`config.mk`:
```
export PLATFORM = sky130hd
export DESIGN_NAME = instrumented_adder_ripple_wrapper
export DESIGN_NICKNAME = d
export VERILOG_FILES = /design/src/rtl/instrumented_adder_ripple_wrapper.sv
export SDC_FILE = /design/constraint.sdc
export NUM_CORES = 1
export LEC_CHECK = 0
export ABC_AREA = 1
export ABC_CLOCK_PERIOD_IN_PS = 17000
export CAP_MARGIN = 15
export CORE_MARGIN = 3
export CORE_UTILIZATION = 45
export CTS_CLUSTER_SIZE = 28
export DETAILED_ROUTE_END_ITERATION = 16
export PLACE_DENSITY = 0.82
export SLEW_MARGIN = 20
export SYNTH_ARGS = -nofsm -noshare
export SYNTH_HDL_FRONTEND = slang
export SYNTH_SLANG_ARGS = --single-unit
```
`constraint.sdc`:
```
create_clock -name wb_clk_i -period 17 [get_ports wb_clk_i]
set_input_delay 1.7 -clock wb_clk_i [delete_from_list [all_inputs] [get_ports wb_clk_i]]
set_output_delay 1.7 -clock wb_clk_i [all_outputs]
set_load 0.01 [all_outputs]
```
`src/rtl/instrumented_adder_ripple_wrapper.sv`:
```
// -----------------------------------------------------------------------------
// instrumented_adder_ripple_wrapper
//
// A 32-bit ripple-carry adder with a ring-oscillation harness that
// characterises the carry path. Operands and masks are loaded over the LA
// buses. In ring mode a selected sum bit is inverted and fed back into
// chosen bits of the A operand once per clock. Each change of that feedback
// bit increments a toggle counter.
//
// Ports
//   wb_clk_i        : single clock; all state changes on its rising edge
//   wb_rst_i        : synchronous, active-high reset (highest priority)
//   active          : project select; 0 freezes all state and parks outputs
//   la1_data_in     : A operand / ext_mask / ring_mask / sel data
//   la2_data_in     : B operand data
//   la3_data_in     : [2:0] command, [3] ring_en, [31:4] ignored
//   la1/2/3_oenb    : unused
//   io_in           : unused
//   la1_data_out    : registered sum[31:0]
//   la2_data_out    : {31'b0, registered carry-out}
//   la3_data_out    : toggle counter
//   io_out          : [0] ring_fb, [1] carry-out, [37:2] zero
//   io_oeb          : [1:0] driven (0), [37:2] released (1)
//
// Handshake: there is none. Every command is a single-cycle strobe that is
// acted on at the rising edge on which it is sampled while active = 1.
// -----------------------------------------------------------------------------
module instrumented_adder_ripple_wrapper (
  input  logic        wb_clk_i,
  input  logic        wb_rst_i,
  input  logic        active,
  input  logic [31:0] la1_data_in,
  input  logic [31:0] la2_data_in,
  input  logic [31:0] la3_data_in,
  input  logic [31:0] la1_oenb,
  input  logic [31:0] la2_oenb,
  input  logic [31:0] la3_oenb,
  input  logic [37:0] io_in,
  output logic [31:0] la1_data_out,
  output logic [31:0] la2_data_out,
  output logic [31:0] la3_data_out,
  output logic [37:0] io_out,
  output logic [37:0] io_oeb
);

  typedef enum logic [2:0] {
    CMD_NOP0     = 3'd0,
    CMD_LOAD_A   = 3'd1,
    CMD_LOAD_B   = 3'd2,
    CMD_LOAD_EXT = 3'd3,
    CMD_LOAD_RNG = 3'd4,
    CMD_LOAD_SEL = 3'd5,
    CMD_CLR_CNT  = 3'd6,
    CMD_NOP7     = 3'd7
  } cmd_e;

  cmd_e        cmd;
  logic        ring_en;

  logic [31:0] a_reg;
  logic [31:0] b_reg;
  logic [31:0] ext_mask;
  logic [31:0] ring_mask;
  logic [4:0]  sel;
  logic        ring_fb;
  logic [31:0] count;
  logic [31:0] sum_q;
  logic        cout_q;

  logic [31:0] a_eff;
  logic [31:0] sum;
  logic        cout;
  logic        next_fb;
  logic        toggle;

  // Inputs that exist only to fill out the user-area pinout.
  logic        unused_inputs;
  assign unused_inputs = ^{la1_oenb, la2_oenb, la3_oenb, io_in, la3_data_in[31:4]};

  assign cmd     = cmd_e'(la3_data_in[2:0]);
  assign ring_en = la3_data_in[3];

  // Ring bits override external bits; bits in neither mask read as 0.
  assign a_eff = (ring_mask & {32{ring_fb}}) | (~ring_mask & ext_mask & a_reg);

  // Explicit bit-serial ripple so the carry chain is a real chain of
  // full adders, which is what the ring mode is there to exercise.
  always_comb begin : ripple
    logic c;
    c   = 1'b0;
    sum = '0;
    for (int i = 0; i < 32; i++) begin
      sum[i] = a_eff[i] ^ b_reg[i] ^ c;
      c      = (a_eff[i] & b_reg[i]) | (c & (a_eff[i] ^ b_reg[i]));
    end
    cout = c;
  end

  // Feedback is derived from the sum of the current (pre-edge) ring_fb.
  assign next_fb = ~sum[sel];
  assign toggle  = ring_en && (next_fb != ring_fb);

  always_ff @(posedge wb_clk_i) begin
    if (wb_rst_i) begin
      a_reg     <= '0;
      b_reg     <= '0;
      ext_mask  <= 32'hFFFF_FFFF;
      ring_mask <= '0;
      sel       <= '0;
      ring_fb   <= 1'b0;
      count     <= '0;
      sum_q     <= '0;
      cout_q    <= 1'b0;
    end else if (active) begin
      sum_q  <= sum;
      cout_q <= cout;

      case (cmd)
        CMD_LOAD_A:   a_reg     <= la1_data_in;
        CMD_LOAD_B:   b_reg     <= la2_data_in;
        CMD_LOAD_EXT: ext_mask  <= la1_data_in;
        CMD_LOAD_RNG: ring_mask <= la1_data_in;
        CMD_LOAD_SEL: sel       <= la1_data_in[4:0];
        default: ;
      endcase

      if (ring_en) begin
        ring_fb <= next_fb;
      end

      // A clear in the same cycle as a toggle leaves the counter at zero.
      if (cmd == CMD_CLR_CNT) begin
        count <= '0;
      end else if (toggle) begin
        count <= count + 32'd1;
      end
    end
  end

  // Outputs are parked whenever the project is deselected.
  always_comb begin
    la1_data_out = '0;
    la2_data_out = '0;
    la3_data_out = '0;
    io_out       = '0;
    io_oeb       = {38{1'b1}};
    if (active) begin
      la1_data_out = sum_q;
      la2_data_out = {31'b0, cout_q};
      la3_data_out = count;
      io_out       = {36'b0, cout_q, ring_fb};
      io_oeb       = {36'hF_FFFF_FFFF, 2'b00};
    end
  end

endmodule

```
# Word-level counts from Yosys, hierarchy flattened
# Index checks and enable logic that the tools add are counted.
[word_totals]
output_inout_bits = 172
ram_bits = 0
n_memories = 0
rom_bits = 0
latch_bits = 0
input_bits = 233
ff_bits = 199
[classes]
n_reduce_logical = 9
n_addsub = 1
eq_ne = 7
order_cmp = 1
div_mod_pow = 0
multipliers = 0
n_bitwise = 163
shift = 0
mux = 9
[op_table]
columns = ["op", "count"]
rows = [
  ["$mux W32", 4],
  ["$and A32 B32 Y32", 3],
  ["$and A1 B1 Y1", 63],
  ["$xor A1 B1 Y1", 63],
  ["$add A32 B1 Y32 const B", 1],
  ["$not A32 Y32", 1],
  ["$or A32 B32 Y32", 1],
  ["$or A1 B1 Y1", 31],
  ["$reduce_and A2 Y1", 7],
  ["$eq A3 B3 Y1 const B", 3],
  ["$eq A3 B2 Y1 const B", 2],
  ["$lt A5 B6 Y1 const B", 1],
  ["$bmux W1 S5", 1],
  ["$mux W2", 2],
  ["$eq A3 B1 Y1 const B", 1],
  ["$mux W1", 2],
  ["$reduce_bool A2 Y1", 1],
  ["$logic_and A1 B1 Y1", 1],
  ["$ne A1 B1 Y1", 1],
  ["$not A1 Y1", 1],
]

# Logic depth before layout (Yosys ltp)
[logic_depth]
depth_word = 73
ltp_mapped = 52
ltp_nobuf = 52

# Worst setup path after synthesis
# OpenSTA, ideal clock, no wires.
[synth_timing]
kind = "register to register"
startpoint = "reg ring_fb"
endpoint = "reg count[13]"
setup_slack_ns = 3.177
arrival_time_ns = 13.708
required_ns = 16.885
setup_time_ns = 0.115
path_stages_with_launch = 53
path_cell_list = "dfxtp_1 inv_1 clkbuf_1 o21ai_0 ha_1 fa_1 fa_1 fa_1 fa_1 fa_1 fa_1 fa_1 fa_1 fa_1 fa_1 fa_1 fa_1 fa_1 [... 17 more ...] inv_1 fa_1 inv_1 fa_1 nand2_1 nand3_1 nand2_1 nand2_1 nand3_1 nand3_2 nand2_1 nand2_1 nand3_2 nand2_2 buf_8 buf_6 a21oi_1 nor2_1"
[synth_between]
elab_chain_len = 71
elab_cells_between_ends = 163
classes_between = "eq/ne (1); mux (2); bitwise (157); reduce/logical (3)"
[synth_lines]
columns = ["element", "line_no", "text"]
rows = [
  ["start: declaration", "65", "logic ring_fb;"],
  ["start signal: assignment", "128", "ring_fb <= next_fb;"],
  ["$and A32 B32 Y32", "84", "assign a_eff = (ring_mask & {32{ring_fb}}) | (~ring_mask & ext_mask & a_reg);"],
  ["$or A32 B32 Y32", "84", ""],
  ["$and A1 B1 Y1 / $xor A1 B1 Y1 (equally long branches)", "94, 93", ""],
  ["$and A1 B1 Y1", "94", "c = (a_eff[i] & b_reg[i]) | (c & (a_eff[i] ^ b_reg[i]));"],
  ["$or A1 B1 Y1", "94", ""],
  ["$and A1 B1 Y1", "94", ""],
  ["$or A1 B1 Y1", "94", ""],
  ["$and A1 B1 Y1", "94", ""],
  ["[... 55 more ...]", "n/a", ""],
  ["$xor A1 B1 Y1", "93", "sum[i] = a_eff[i] ^ b_reg[i] ^ c;"],
  ["$bmux W1 S5", "100", "assign next_fb = ~sum[sel];"],
  ["$mux W1 (implied by the code)", "100", ""],
  ["$not A1 Y1", "100", ""],
  ["$ne A1 B1 Y1 *", "101", "assign toggle = ring_en && (next_fb != ring_fb);"],
  ["$logic_and A1 B1 Y1 *", "101", ""],
  ["$reduce_bool A2 Y1 (no line) *", "n/a", ""],
  ["$reduce_and A2 Y1 (no line) *", "n/a", ""],
  ["end signal: assignment", "135", "count <= count + 32'd1;"],
  ["end: declaration", "66", "logic [31:0] count;"],
]
# Every way passes the cells marked *; elsewhere a longest branch is shown, timed or not. The select of a mux whose other input is x is not followed.
# A chain may end at the register's enable or synchronous reset.

# Worst setup path after layout
[layout_timing]
startpoint = "reg ring_fb"
endpoint = "reg count[2]"
# The elaborated chain is that of the path after synthesis.

==> results by group <==
Run status
  – Outcome: finished clean

Worst setup path
  – Worst path bufs/invs: 5
  – CP Class: flop to flop
  – Slowest stage delay, CP: 0.44 ns
  – R2R cell count: 50
  – Crit path launch: ring_fb
  – Critical Path Sink: count[2]
  – CP dominant cell by count: fa_1
  – Worst r2r src: ring_fb
  – Crit. path cell count: 50
  – Critical Path AT: 15.48 ns
  – Req. time, crit path: 17.34 ns
  – Critical Path Fanout Max: 29
  – Setup crit start kind: flop
  – R2r endpoint: count[2]
  – Top cell family by delay on the critical path: adder cells
  – Flop-to-flop setup slack: 1.86 ns
  – CP max-delay cell: fa_1
  – CP endpoint kind: flop

Synthesis
  – Seq/Total Area, Yosys: 0.3750
  – Warnings, synthesis: 0
  – Cell variety after synth: 36
  – Mapped Cells: 1526
  – Syn Std Cell Area: 10620 um2
  – Syn Area/Cell: 6.962 um2
  – Seq cells post-synth: 199

Min path
  – Min-delay worst type: flop to flop

Placement
  – Hpwl dp: 19.22 mm
  – DP Cell Count: 1901
  – Port Buffers: 139
  – RePlAce Congestion: 0.8937
  – Placed Area: 11720 um2

Layout
  – Commonest non-fill, non-tap cell in the layout: nand2_1
  – Nets@finish: 1873
  – Final non-filler cell total: 1933
  – Share of cells above drive strength 1: 0.03827
  – Finished Core Util: 0.5381
  – Inserted Diodes: 0
  – Leading cell types in the layout, fill and taps excluded: nand2_1 (257), nor2_1 (221), dfxtp_1 (199), o21ai_0 (173), inv_1 (159)
  – Area grow syn2layout: 16.08%
  – Post-route cell area: 12330 um2

Timing
  – RSZ-0062 raised after global routing: no
  – Clock Skews: 0.01572 ns
  – Max Clk Rate: 0.06603 GHz
  – Final hold vios: 0
  – Worst-margin pin slew: 1.050 ns
  – Slew Viols, Final: 0
  – Final Cycle Share: 0.8908
  – Slew margin rel.: 0.2957
  – Setup TNS: 0 ns
  – Fin crit period: 15.14 ns
  – # setup viols final: 0

Floorplanning
  – Die Y: 159.7 um
  – Die ar.: 25490 um2
  – Core area: 22920 um2
  – Io pins: 405
  – Starting density of the core: 0.4636
  – Site Rows: 55
  – Die Span X: 159.7 um

Pwr
  – Logic gate share of total power: 0.134
  – Internal Power: 0.0007664 W
  – Max VDD drop: 0.00007165 V
  – Leak: 5.660 nW
  – Sw Pwr: 0.0003011 W
  – Total power: 0.001068 W
  – Clock power share: 0.395
  – Sw Ratio: 0.2821
  – Flop pwr share: 0.471
  – Pwr/cell area: 86.57 nW/um2

Route
  – Post-DRT Antenna Nets: 0
  – DR DRC count: 0
  – Total number of vias: 9521
  – Post-Route WL: 26.85 mm
  – Via density: 4.926
  – Starting DRT DRC Count: 722
  – Pre-antenna DRT Iters: 8
  – Wire per inst: 13.89 um

Clock network
  – Worst-path clk slew: 0.08 ns
  – Htree depth: 4
  – Hold Buf Count CTS: 0
  – Skew-Pair Late Insertion Delay: 0.45 ns
  – CTS tree: built
  – CTS Buf Count: 17
  – Clk buf depth: 2
  – Root buf cell: clkbuf_16
  – Setup Fix Bufs, Post-CTS: 0
  – # resized after CTS: 0
  – CTS sink count: 199

GRT
  – First-pass GRT wire length: 42.71 mm
  – Vias in the first global route: 8602
  – GR Overflow Total: 0
  – Pin count of the biggest net entering global routing: 86
  – Gr usage total: 0.2023
  – Initial antenna violation count: 0

Flow run
  – Max-Cap Viols: 0
==> metrics by stage <==
stage / hold slack, ns / setup WS (ns)
floorplan: 0.4295 / 3.177
global placement: 0.4381 / 2.075
detailed placement: 0.4432 / 1.912
CTS: 0.4625 / 1.883
global route: 0.4800 / 1.281
finish: 0.4591 / 1.856
==> power groups by stage <==
stage / Sequential, W / Combinational, W / Clock (W)
detailed placement: 0.000513 / 0.000141 / 0
floorplan: 0.000508 / 0.000111 / 0
global route: 0.000506 / 0.000159 / 0.000445
CTS: 0.000502 / 0.000142 / 0.000427
global placement: 0.000512 / 0.000138 / 0
finish: 0.000503 / 0.000143 / 0.000422
==> cells by family after synthesis <==
kind of cell / Yosys count / synth area share
AND/OR/NAND/NOR: 659 / 0.2586
XOR/XNOR: 9 / 0.007420
other: 2 / 0.0007069
adder cells (fa/ha/maj): 33 / 0.06077
flip-flops: 199 / 0.3750
buffers and inverters: 356 / 0.1692
AO/OA/AOI/OAI: 268 / 0.1283
==> worst reg2reg max path: cells and delay by family, from the launching register on <==
| family | cells | cell delay [ns] |
|---|---|---|
| adder cells (fa/ha/maj) | 32 | 12.31 |
| AND/OR/NAND/NOR | 12 | 1.26 |
| buffers and inverters | 5 | 0.93 |
| flip-flops | 1 | 0.34 |
| AO/OA/AOI/OAI | 1 | 0.18 |
==> synthesized netlist by cell type <==
master	count	area share
a21oi_1	88	0.041
a21oi_2	1	0.00082
a311oi_1	1	0.00082
a31oi_1	1	0.00059
and3_1	1	0.00059
buf_1	1	0.00035
buf_2	4	0.0019
buf_4	107	0.076
buf_6	4	0.0042
buf_8	2	0.0028
clkbuf_1	69	0.024
clkinv_1	4	0.0014
conb_1	2	0.00071
dfxtp_1	199	0.37
fa_1	31	0.058
ha_1	2	0.0024
inv_1	161	0.057
inv_2	3	0.0011
inv_4	1	0.00059
nand2_1	257	0.091
nand2_2	2	0.0012
nand3_1	135	0.064
nand3_2	4	0.0038
nand3b_1	1	0.00071
nand4_1	8	0.0047
nor2_1	221	0.078
nor2_2	2	0.0012
nor3_1	21	0.0099
nor4_1	3	0.0018
o211ai_1	2	0.0014
o21a_1	1	0.00071
o21ai_0	173	0.081
o21ba_2	1	0.00094
or2_2	4	0.0024
xnor2_1	2	0.0016
xor2_1	7	0.0058
==> routing by layer <==
layer | share of wire | up-vias | global-route usage | wire [um]
li1 | - | 4797 | - | -
met1 | 0.44 | 4299 | 0.2718 | 11720
met2 | 0.47 | 387 | 0.3331 | 12540
met3 | 0.076 | 38 | 0.03632 | 2051
met4 | 0.020 | 0 | 0.06128 | 538
met5 | 0 | - | 0 | 0
==> area by class of cell <==
type / count / area, um2
sequential: 199 / 3984
tap: 313 / 391.6
clock buffer: 17 / 425.4
clock inverter: 15 / 188.9
inverter: 169 / 639.4
timing repair buffer: 148 / 1476
fill: 2155 / 10580
multi-input combinational: 1072 / 5226
==> worst min path at each step <==
| stage | startpoint | end | slack, ns | cells past startpoint |
|---|---|---|---|---|
| finish | ext_mask[9] | ext_mask[9] | 0.46 | 2 |
| global route | ext_mask[10] | ext_mask[10] | 0.48 | 2 |
| CTS | ext_mask[10] | ext_mask[10] | 0.46 | 2 |
| detailed placement | ext_mask[10] | ext_mask[10] | 0.44 | 2 |
| global placement | ext_mask[10] | ext_mask[10] | 0.44 | 2 |
| floorplan | ext_mask[28] | ext_mask[28] | 0.43 | 2 |
Note: power is estimated with default switching activity, not from simulation.
==> RTL edit 1, RTL diff (same settings) <==
Register the output `la2_data_out`, cleared by the reset; this adds one clock of latency there. The other outputs are not delayed to match. Comments in the files are not updated.
--- a/src/rtl/instrumented_adder_ripple_wrapper.sv
+++ b/src/rtl/instrumented_adder_ripple_wrapper.sv
@@ -55,2 +55,4 @@
   } cmd_e;
+
+  logic [31:0] la2_data_d;
 
@@ -142,3 +144,3 @@
     la1_data_out = '0;
-    la2_data_out = '0;
+    la2_data_d = '0;
     la3_data_out = '0;
@@ -148,3 +150,3 @@
       la1_data_out = sum_q;
-      la2_data_out = {31'b0, cout_q};
+      la2_data_d = {31'b0, cout_q};
       la3_data_out = count;
@@ -155,2 +157,10 @@
 
+  always_ff @(posedge wb_clk_i) begin
+    if (wb_rst_i) begin
+      la2_data_out <= '0;
+    end else begin
+      la2_data_out <= la2_data_d;
+    end
+  end
+
 endmodule
Behaviour: not the same (a bounded check fails within 4 cycles, from zero or initial values and one cycle with wb_rst_i high).
==> RTL edit 1 against the unedited design <==
- wire length shrank 3.1%
- largest cell class unchanged
- first-iteration DRC count grew 1.8%
- sequential cell count grew 1
- total power shrank 0.37%
- combinational power is essentially flat
- design area grew 0.35%
- setup slack gained 0.12 ns
- area after synthesis grew 0.86%
- critical path depth is the same
==> RTL edit 1: results (changes against the unedited design) <==
run status=finished, final reports clean; GRT Total Usage=19.4% (-0.80 points); drt first pass iters=5 (-3); Synth Area in Compound Gates=12.7% (-0.16 points); placed cell areas=11800 um^2 (+0.37%); Fin Clk Skew=0.0167 ns (+0.000973 ns); placer's final routability congestion estimate=0.982 (+9.9%); proportion of layout cells with a drive suffix above 1=3.69% (-0.13 points); Pleak=0.00569 uW (+0.53%); met1 GRT Util=25.1% (-2.1 points); number of global-route vias before repair=8522 (-0.93%); Synth Area in Adders=6.03% (-0.052 points); metal1 wirelength=11400 um (-2.9%); top post-synthesis cells by count=nand2_1 (252), nor2_1 (227), dfxtp_1 (200); clock share of power=38.9% (-0.6 points); drt initial violations=735 (+1.8%); nets=1878 (+0.27%); slowest stage delay, CP=between 0.4 and 0.5 ns; routed wire length=26000 um (-3.1%); Top Layer Used=met5; synth warn=0 (unchanged); Fillers=2165 (+0.46%); Synth area leaders=dfxtp_1 (37%), nand2_1 (8.8%), o21ai_0 (8.1%); grt met2 use=32.9% (-0.39 points); post-detail-place hpwl=18300 um (-4.6%); WP data arrival=15.40 ns (-0.08 ns); Slew @ Worst Pin=1.10 ns (+0.0481 ns); WL met2=12300 um (-1.8%); routed vias=9559 (+0.40%); grt met3 use=3.89% (+0.26 points); area grow syn2layout=15.5%; initial antenna violation count=1 (+1); worst-path fanout max=52 (+79%); largest net degree at the start of global routing=101 (+17%); Power Internal=748 uW (-2.4%); global-route wire length before repair=41500 um (-2.8%); CTS Buffer Depth=2 (unchanged); CTS root buffer=clkbuf_16; WL met3=1840 um (-10%); pre-CTS setup slack=2.05 ns (+0.134 ns); post-synthesis sequential area ratio=37.4% (-0.13 points); H-tree levels=4 (unchanged); Synth Area in XOR/XNOR=0.654% (-0.088 points); VDD IR max=0.0610 mV (-15%); Cell variety after synth=38 (+5.6%)
## RTL edit 1: changes by cell type after synthesis, moves of 3 or more
cell	delta
clkbuf_1	-9
nor2_1	+6
nor3_1	-6
nand2_1	-5
buf_2	+4
nand3_1	+4
nand4_1	+4
buf_6	+3
## RTL edit 1: area by class of cell
class | instances | area share (%)
sequential | 200 | 32.4
inverter | 168 | 5.18
tap | 313 | 3.16
clock inverter | 15 | 1.52
clock buffer | 17 | 3.44
timing repair buffer | 147 | 11.7
multi-input combinational | 1078 | 42.6
## RTL edit 1: worst paths after layout
check	from	end	slack, ns	depth (start not counted)
setup reg to reg	ring_fb	count[17]	1.97	50
setup / recovery	ring_fb	count[17]	1.97	50
hold reg to reg	ext_mask[28]	ext_mask[28]	0.46	2
hold / removal	ext_mask[28]	ext_mask[28]	0.46	2
## RTL edit 1: stage by stage
step                power [uW]  std cells
floorplan                  626       1633
finish                    1060       1938
detailed placement         659       1906
CTS                       1070       1938
global route              1110       1938
global placement           656       1906
==> RTL edit 2, RTL diff (same flow settings) <==
Without the edit above. Reset style: asynchronous (`wb_rst_i`), changed in one clocked block. Comments in the files are not updated.
--- a/src/rtl/instrumented_adder_ripple_wrapper.sv
+++ b/src/rtl/instrumented_adder_ripple_wrapper.sv
@@ -102,3 +102,3 @@
 
-  always_ff @(posedge wb_clk_i) begin
+  always_ff @(posedge wb_clk_i or posedge wb_rst_i) begin
     if (wb_rst_i) begin
Formal check against the unedited RTL: differs if wb_rst_i is asserted again (counterexample within 4 cycles, from zero or initial values and one cycle with wb_rst_i high); with wb_rst_i held inactive, the same outputs for 4 cycles.
==> RTL edit 2 against the unedited design <==
- setup slack better by 0.18 ns
- sequential share of layout area increased by 6.6 points
- fmax rose by 1.2%
- utilization grew 0.12 points
- area after synthesis up 4.7%
- design area up 4.5%
- sequential cell count did not move
- wire length is 4.7% lower
- critical endpoint is now count[4]
Power is not compared: it rests on default switching activity, and its combinational part moved more than twofold at a synthesized area within 25%.
==> RTL edit 2: results (changes against the unedited design) <==
run status=finished, final reports clean; placer's final routability congestion estimate=0.895 (+0.16%); post-synthesis sequential area ratio=45.1% (+7.6 points); drt drc=0 (unchanged); reg2reg path depth=50 (unchanged); synth warn=0 (unchanged); worst-path fanout max=33 (+14%); Hold Crit Start=sum_q[3]; reg2reg end=count[4]; WP data arrival=15.29 ns (-0.19 ns); Hold Path Sink=sum_q[3]; Worst Hold Margin=0.472 ns (+0.0125 ns); Pleak=0.00653 uW; Cell variety after synth=34 (-5.6%); Synth area leaders=dfrtp_1 (38%), nand2_1 (15%), dfstp_2 (7.6%); placed cell areas=12300 um^2 (+4.9%); proportion of layout cells with a drive suffix above 1=7.95% (+4.1 points); nets=1738 (-7.2%); drt initial violations=710 (-1.7%); routed vias=8804 (-7.5%); Top FF cell, synth=dfrtp_1; R2R Setup Slk=2.03 ns (+0.18 ns); Fin Clk Skew=0.0130 ns (-0.00276 ns); global-route wire length before repair=41900 um (-1.9%); max_slew headroom=35.6% (+6.0 points); ys async rst share=100% (+100 points); VDD IR max=around 0.081 mV; H-tree levels=4 (unchanged); drt first pass iters=7 (-1); CTS Buffer Depth=2 (unchanged); largest net degree at the start of global routing=139 (+62%); top post-synthesis cells by count=nand2_1 (442), dfrtp_1 (167), inv_1 (146); worst hold path class=reg2reg; number of global-route vias before repair=8388 (-2.5%); GRT Total Usage=19.5% (-0.68 points); worst r2r src=ring_fb; TritonCTS Buffers=17 (unchanged); number of port buffers=139 (unchanged); post-detail-place hpwl=18500 um (-3.8%); Fillers=2159 (+0.19%); hold depth=2 (unchanged); routed wire length=25600 um (-4.7%)
-- RTL edit 2: routing by layer --
layer / global-route usage (%) / share of wire, % / routed length [um] / up-vias
met5: 0 / 0 / 0 / -
met4: 4.81 / 1.2 / 312 / 0
met3: 3.12 / 6.3 / 1600 / 27
met2: 32.7 / 49 / 12400 / 310
met1: 26.8 / 44 / 11200 / 4202
li1: - / - / - / 4265
-- RTL edit 2: worst reg2reg max path, delay by kind of cell, from the launching register on --
kind / cells / cell delay (ns)
flip-flops: 1 / 0.37
adder cells (fa/ha/maj): 32 / 12.33
AO/OA/AOI/OAI: 1 / 0.12
AND/OR/NAND/NOR: 13 / 1.60
buffers and inverters: 4 / 0.43
-- RTL edit 2: cell type report --
type | instances | area (um^2) | area share [%]
repair buffers | 147 | 1450 | 11.2
flip-flops and latches | 199 | 5020 | 39.0
inverters | 148 | 566 | 4.39
clock buffers | 18 | 439 | 3.41
multi-input cells | 959 | 4860 | 37.7
well taps | 319 | 399 | 3.10
clock inverters | 14 | 151 | 1.17
-- RTL edit 2: worst max path at each step --
| stage | endpoint | startpoint | slack (ns) | cells after the start |
|---|---|---|---|---|
| 2_1_floorplan | count[22] | ring_fb | 3.28 | 52 |
| 3_3_place_gp | count[1] | ring_fb | 2.28 | 50 |
| 3_5_place_dp | count[3] | ring_fb | 2.15 | 50 |
| 4_1_cts | count[4] | ring_fb | 2.09 | 50 |
| 5_1_grt | count[8] | ring_fb | 1.34 | 50 |
| 6_report | count[4] | ring_fb | 2.03 | 50 |
-- RTL edit 2: through the flow --
| stage | utilization, % | setup slack [ns] | cells |
|---|---|---|---|
| 2_1_floorplan | - | 3.28 | 1470 |
| 3_3_place_gp | 51.5 | 2.28 | 1772 |
| 3_5_place_dp | 51.5 | 2.15 | 1772 |
| 4_1_cts | 53.9 | 2.09 | 1804 |
| 5_1_grt | 53.9 | 1.34 | 1804 |
| 6_report | 53.9 | 2.03 | 1804 |
-- RTL edit 2: cells by family (layout without fill, tap and decap cells) --
group	after synthesis	count (layout)	synth area share (%)
compound gates	159	159	7.21
xor+xnor	18	18	1.42
fa+ha+maj	33	33	5.81
buf+inv	312	327	14.6
flops	199	199	45.1
mux	30	30	3.04
other cells	2	103	0.0675
simple gates	616	616	22.7
-- RTL edit 2: report_power, final --
group	internal [uW]	total (uW)	switching, uW
Sequential	602	699	97.1
Combinational	240	561	321
Clock	201	401	200
Total	1040	1660	618
